<file path="src/rtl/rr_arb_mux.sv">
// rr_arb_mux: N-channel arbitrating multiplexer with a one-entry registered
// output stage and valid/ready handshakes on both sides. Arbitration is
// round-robin (MODE=0) or fixed priority with channel 0 highest (MODE=1).
// A saturating stall counter reports how long the consumer has held off.
module rr_arb_mux #(
    parameter int WIDTH = 8,
    parameter int NCH   = 4,
    parameter int MODE  = 0,
    localparam int SELW = (NCH > 1) ? $clog2(NCH) : 1
) (
    input  logic                 clk,
    input  logic                 rst_n,
    input  logic [NCH*WIDTH-1:0] in_data,
    input  logic [NCH-1:0]       in_valid,
    output logic [NCH-1:0]       in_ready,
    output logic [WIDTH-1:0]     out_data,
    output logic                 out_valid,
    input  logic                 out_ready,
    output logic [SELW-1:0]      out_sel,
    output logic [7:0]           busy_cnt
);

    // Registered state and its next-state values
    logic [WIDTH-1:0] out_data_q,  out_data_d;
    logic             out_valid_q, out_valid_d;
    logic [SELW-1:0]  out_sel_q,   out_sel_d;
    logic [SELW-1:0]  ptr_q,       ptr_d;
    logic [7:0]       busy_q,      busy_d;

    // Arbitration results
    logic             load_en;
    logic             grant_any;
    logic [SELW-1:0]  grant_idx;
    logic [NCH-1:0]   grant_vec;
    int               cand;
    logic [SELW-1:0]  cand_sel;

    // Per-channel view of the flattened data bus
    logic [WIDTH-1:0] chan_data [NCH];

    genvar gi;
    generate
        for (gi = 0; gi < NCH; gi++) begin : g_unpack
            assign chan_data[gi] = in_data[gi*WIDTH +: WIDTH];
        end
    endgenerate

    // The output register can accept a new word when empty or being drained
    assign load_en = !out_valid_q || out_ready;

    // Grant search: round-robin starts one past the last winner, fixed
    // priority always starts at channel 0. Candidates are always < NCH,
    // so non-power-of-two channel counts never select a missing channel.
    always_comb begin
        grant_vec = '0;
        grant_idx = '0;
        grant_any = 1'b0;
        cand      = 0;
        cand_sel  = '0;
        if (load_en) begin
            for (int k = 0; k < NCH; k++) begin
                if (MODE == 1) begin
                    cand = k;
                end else begin
                    cand = (int'(ptr_q) + 1 + k) % NCH;
                end
                cand_sel = SELW'(cand);
                if (!grant_any && in_valid[cand_sel]) begin
                    grant_any           = 1'b1;
                    grant_idx           = cand_sel;
                    grant_vec[cand_sel] = 1'b1;
                end
            end
        end
    end

    assign in_ready = grant_vec;

    // Next-state for the output register, pointer and stall counter
    always_comb begin
        out_valid_d = out_valid_q;
        out_data_d  = out_data_q;
        out_sel_d   = out_sel_q;
        ptr_d       = ptr_q;
        busy_d      = busy_q;

        if (grant_any) begin
            out_valid_d = 1'b1;
            out_data_d  = chan_data[grant_idx];
            out_sel_d   = grant_idx;
            if (MODE == 0) begin
                ptr_d = grant_idx;
            end
        end else if (load_en) begin
            // Drained (or still empty) with nothing to load: data/sel keep
            // their stale values, only the valid flag drops.
            out_valid_d = 1'b0;
        end

        if (out_valid_q && !out_ready) begin
            if (busy_q != 8'hFF) begin
                busy_d = busy_q + 8'd1;
            end
        end else if (out_valid_q && out_ready) begin
            busy_d = 8'd0;
        end
    end

    // State registers; reset leaves the pointer on the last channel so the
    // first search begins at channel 0
    always_ff @(posedge clk or negedge rst_n) begin
        if (!rst_n) begin
            out_valid_q <= 1'b0;
            out_data_q  <= '0;
            out_sel_q   <= '0;
            ptr_q       <= SELW'(NCH - 1);
            busy_q      <= 8'd0;
        end else begin
            out_valid_q <= out_valid_d;
            out_data_q  <= out_data_d;
            out_sel_q   <= out_sel_d;
            ptr_q       <= ptr_d;
            busy_q      <= busy_d;
        end
    end

    assign out_data  = out_data_q;
    assign out_valid = out_valid_q;
    assign out_sel   = out_sel_q;
    assign busy_cnt  = busy_q;

endmodule

</file>
<file path="config.mk">
export PLATFORM = sky130hd
export DESIGN_NAME = rr_arb_mux
export DESIGN_NICKNAME = d
export VERILOG_FILES = /design/src/rtl/rr_arb_mux.sv
export SDC_FILE = /design/constraint.sdc
export NUM_CORES = 1
export LEC_CHECK = 0
export CAP_MARGIN = 10
export CORE_MARGIN = 2
export CORE_UTILIZATION = 40
export CTS_CLUSTER_DIAMETER = 30
export DETAILED_ROUTE_END_ITERATION = 7
export GPL_ROUTABILITY_DRIVEN = 1
export PLACE_DENSITY = 0.72
export SLEW_MARGIN = 20
export SYNTH_ARGS = -nofsm -noshare
export SYNTH_HDL_FRONTEND = slang
export SYNTH_SLANG_ARGS = --single-unit
export TNS_END_PERCENT = 50
</file>
<file path="constraint.sdc">
create_clock -name clk -period 4 [get_ports clk]
set_clock_uncertainty 0.1 [all_clocks]
set_input_delay 0.8 -clock clk [delete_from_list [all_inputs] [get_ports clk]]
set_output_delay 0.8 -clock clk [all_outputs]
set_load 0.01 [all_outputs]
</file>
==> impl_metrics.json <==
{
  "run_status": "finished, final reports clean",
  "start_util_pct": 41.3,
  "endpoint_kind": "primary output",
  "drc": 0,
  "syn_area_per_cell_sq_um": 8.08,
  "power_density_mw_per_mm2": 729,
  "period_share_pct": 97.5,
  "port_buffers": 61,
  "slew_viol_final": 0,
  "hold_viol": 0,
  "ys_types": 49,
  "cts_hold_buf": 0,
  "grt_setup_unrepaired": "false",
  "synth.area.top_cells": "dfrtp_1 (27%), nand2_1 (9.0%), a21oi_1 (7.8%), ha_1 (6.3%), o32ai_1 (3.9%)",
  "synth_edf_count": 0,
  "r2r-start": "ptr_q[0]",
  "power.leakage_nw": 0.971,
  "ant_nets": 0,
  "tns_ns": 0,
  "n_antenna_cell": 0,
  "fin_area_sq_mm": 0.00251,
  "grt_util_met2_pct": 28.6,
  "via_count": 1892,
  "grt.total_usage_pct": 19.0,
  "tightest_slew_ns": 1.08,
  "vias_per_cell": 5.70,
  "grt_max_degree": 31,
  "postSynthCellCount": 221,
  "firstDrtPassIters": 5,
  "place_hpwl_um": 3550,
  "antenna_found_initial": 0,
  "cts_max_level": 1,
  "yosysWarnings": 0,
  "grt_pass1_vias": 1619,
  "die_x_um": 70.8,
  "cap_violations": 0,
  "cp-start-kind": "input port",
  "syn-num-nets": 269,
  "final_nets": 329,
  "min_period_ns": 3.90,
  "peakVddDrop_uv": 396,
  "fmax_mhz": 257,
  "grt-ovfl-total": 0,
  "gp_congestion": 0.847,
  "cts-root-buf": "clkbuf_8",
  "syn_to_final_growth_pct": 40.3,
  "post-route-util_pct": 58.0,
  "clk_pin_slew_worst_paths_ns": 0.08,
  "min_path_type": "input port to async pin",
  "syn_area_sq_mm": 0.00179,
  "r2r_cells": 8,
  "crit_fanout": 5,
  "grt_use_met1_pct": 28.7,
  "grt_pass1_wl_um": 7790,
  "yosysSeqAreaShare_pct": 29.6,
  "clock_latency_ns": 0.26,
  "cts_tree": "built",
  "drive_gt1_share_pct": 11.1,
  "rrSetupSlack_ns": 0.95,
  "crit_required_ns": 3.10,
  "grt-busiest-layer": "met1",
  "multi_input_area_sq_mm": 0.00119,
  "ys_ff_latch": 21,
  "synth_top_area_cell": "dfrtp_1",
  "gr-usage-met3_pct": 2.56,
  "async_reset_ff_share_pct": 100,
  "die-height_um": 70.8,
  "synthFlopType": "dfrtp_1",
  "cts.sinks": 21,
  "setup_violations": 0,
  "nFillCells": 406,
  "final_cell_mix": "clkdlybuf4s50_1 (60), nand2_1 (43), a21oi_1 (28), dfrtp_1 (19), nand3_1 (12)",
  "first_iter_violations": 157,
  "routed_wl_um": 4890,
  "routedWlPerCell_um": 14.7,
  "crit_type": "input port to primary output",
  "final_common_cell": "clkdlybuf4s50_1",
  "rows": 24,
  "die_area_sq_mm": 0.00502,
  "seq_area_sq_um": 528,
  "synth_top_area_share_pct": 26.6,
  "hold_slack_ns": 0.386,
  "critPathArrivalTime_ns": 3.00,
  "critical_path.reg2reg.endpoint": "out_data[0]",
  "place_area_sq_mm": 0.00244,
  "clockBufferDepth": 2,
  "relSlewSlack_pct": 27.9,
  "numCtsBuffers": 3,
  "io_pins": 62,
  "core_area_sq_mm": 0.00432
}
## per-layer routing
| layer | share of wire (%) | routed length, um |
|---|---|---|
| met1 | 46 | 2250 |
| met2 | 47 | 2300 |
| met3 | 5.8 | 282 |
| met4 | 1.1 | 56 |
| met5 | 0 | 0 |
## metrics by stage
stage / setup slack [ns] / instances / power (mW)
floorplan: 0.245 / 221 / 1.26
global route: 0.00530 / 332 / 1.97
global placement: 0.121 / 328 / 1.62
finish: 0.102 / 332 / 1.83
detailed placement: 0.0278 / 328 / 1.64
CTS: 0.0216 / 332 / 1.81
## synthesized netlist by cell type (3+ instances only)
master    count
a21oi_1      28
a222oi_1      4
a31oi_1       9
buf_2         3
clkbuf_1      5
dfrtp_1      19
ha_1          9
inv_1         5
mux2i_2       3
nand2_1      43
nand3_1      12
nor2_1       10
nor2b_1       4
o21ai_0       3
o21ai_1       8
o22ai_1       5
o32ai_1       8
## state kept, by name, indices dropped and copies added, names as in the netlist
register,flops
busy_cnt,8
out_data,8
out_valid,1
ptr_q,2
out_sel,2
## logic make-up after synthesis
kind of cell	share of synthesized area (%)
simple gates	22.1
compound gates	25.9
flops	29.6
buf+inv	5.04
fa+ha+maj	6.30
mux	6.65
xor+xnor	4.41
## final cells by class
cell class,count,share of cell area (%)
Multi-Input combinational cell,182,47.5
Timing Repair Buffer,67,26.1
Sequential cell,21,21.1
Tap cell,52,2.60
Clock buffer,4,1.80
Inverter,6,0.899
## worst max-delay path by stage
stage	from	endpoint	slack, ns	depth (start not counted)
final	in_valid[0]	in_ready[0]	0.10	7
after global routing	in_valid[0]	in_ready[0]	0.005	7
after CTS	ptr_q[0]	in_ready[2]	0.02	8
after detailed placement	in_valid[1]	in_ready[0]	0.03	7
after global placement	in_valid[1]	in_ready[0]	0.12	7
after floorplan	ptr_q[0]	in_ready[0]	0.25	11
## repair_timing
item,in CTS,in global routing
gates cloned,0,0
setup buffers,0,0
endpoints found under the hold margin,0,0
gates resized for setup,2,3
setup endpoints to repair,4,4
## worst max-delay path: stages
cell             delay [ns]
clkdlybuf4s50_1        0.57
nor2b_1                0.10
a221oi_1               0.43
nor3_2                 0.11
a222oi_1               0.36
a21oi_1                0.12
clkdlybuf4s50_1        0.50
## power breakdown
group / internal (mW) / switching [mW] / total, mW
combinational: 0.615 / 0.717 / 1.33
clock: 0.0709 / 0.0697 / 0.141
sequential: 0.296 / 0.0576 / 0.354
total: 0.982 / 0.845 / 1.83
No activity file was read; power rests on OpenSTA's default activity.
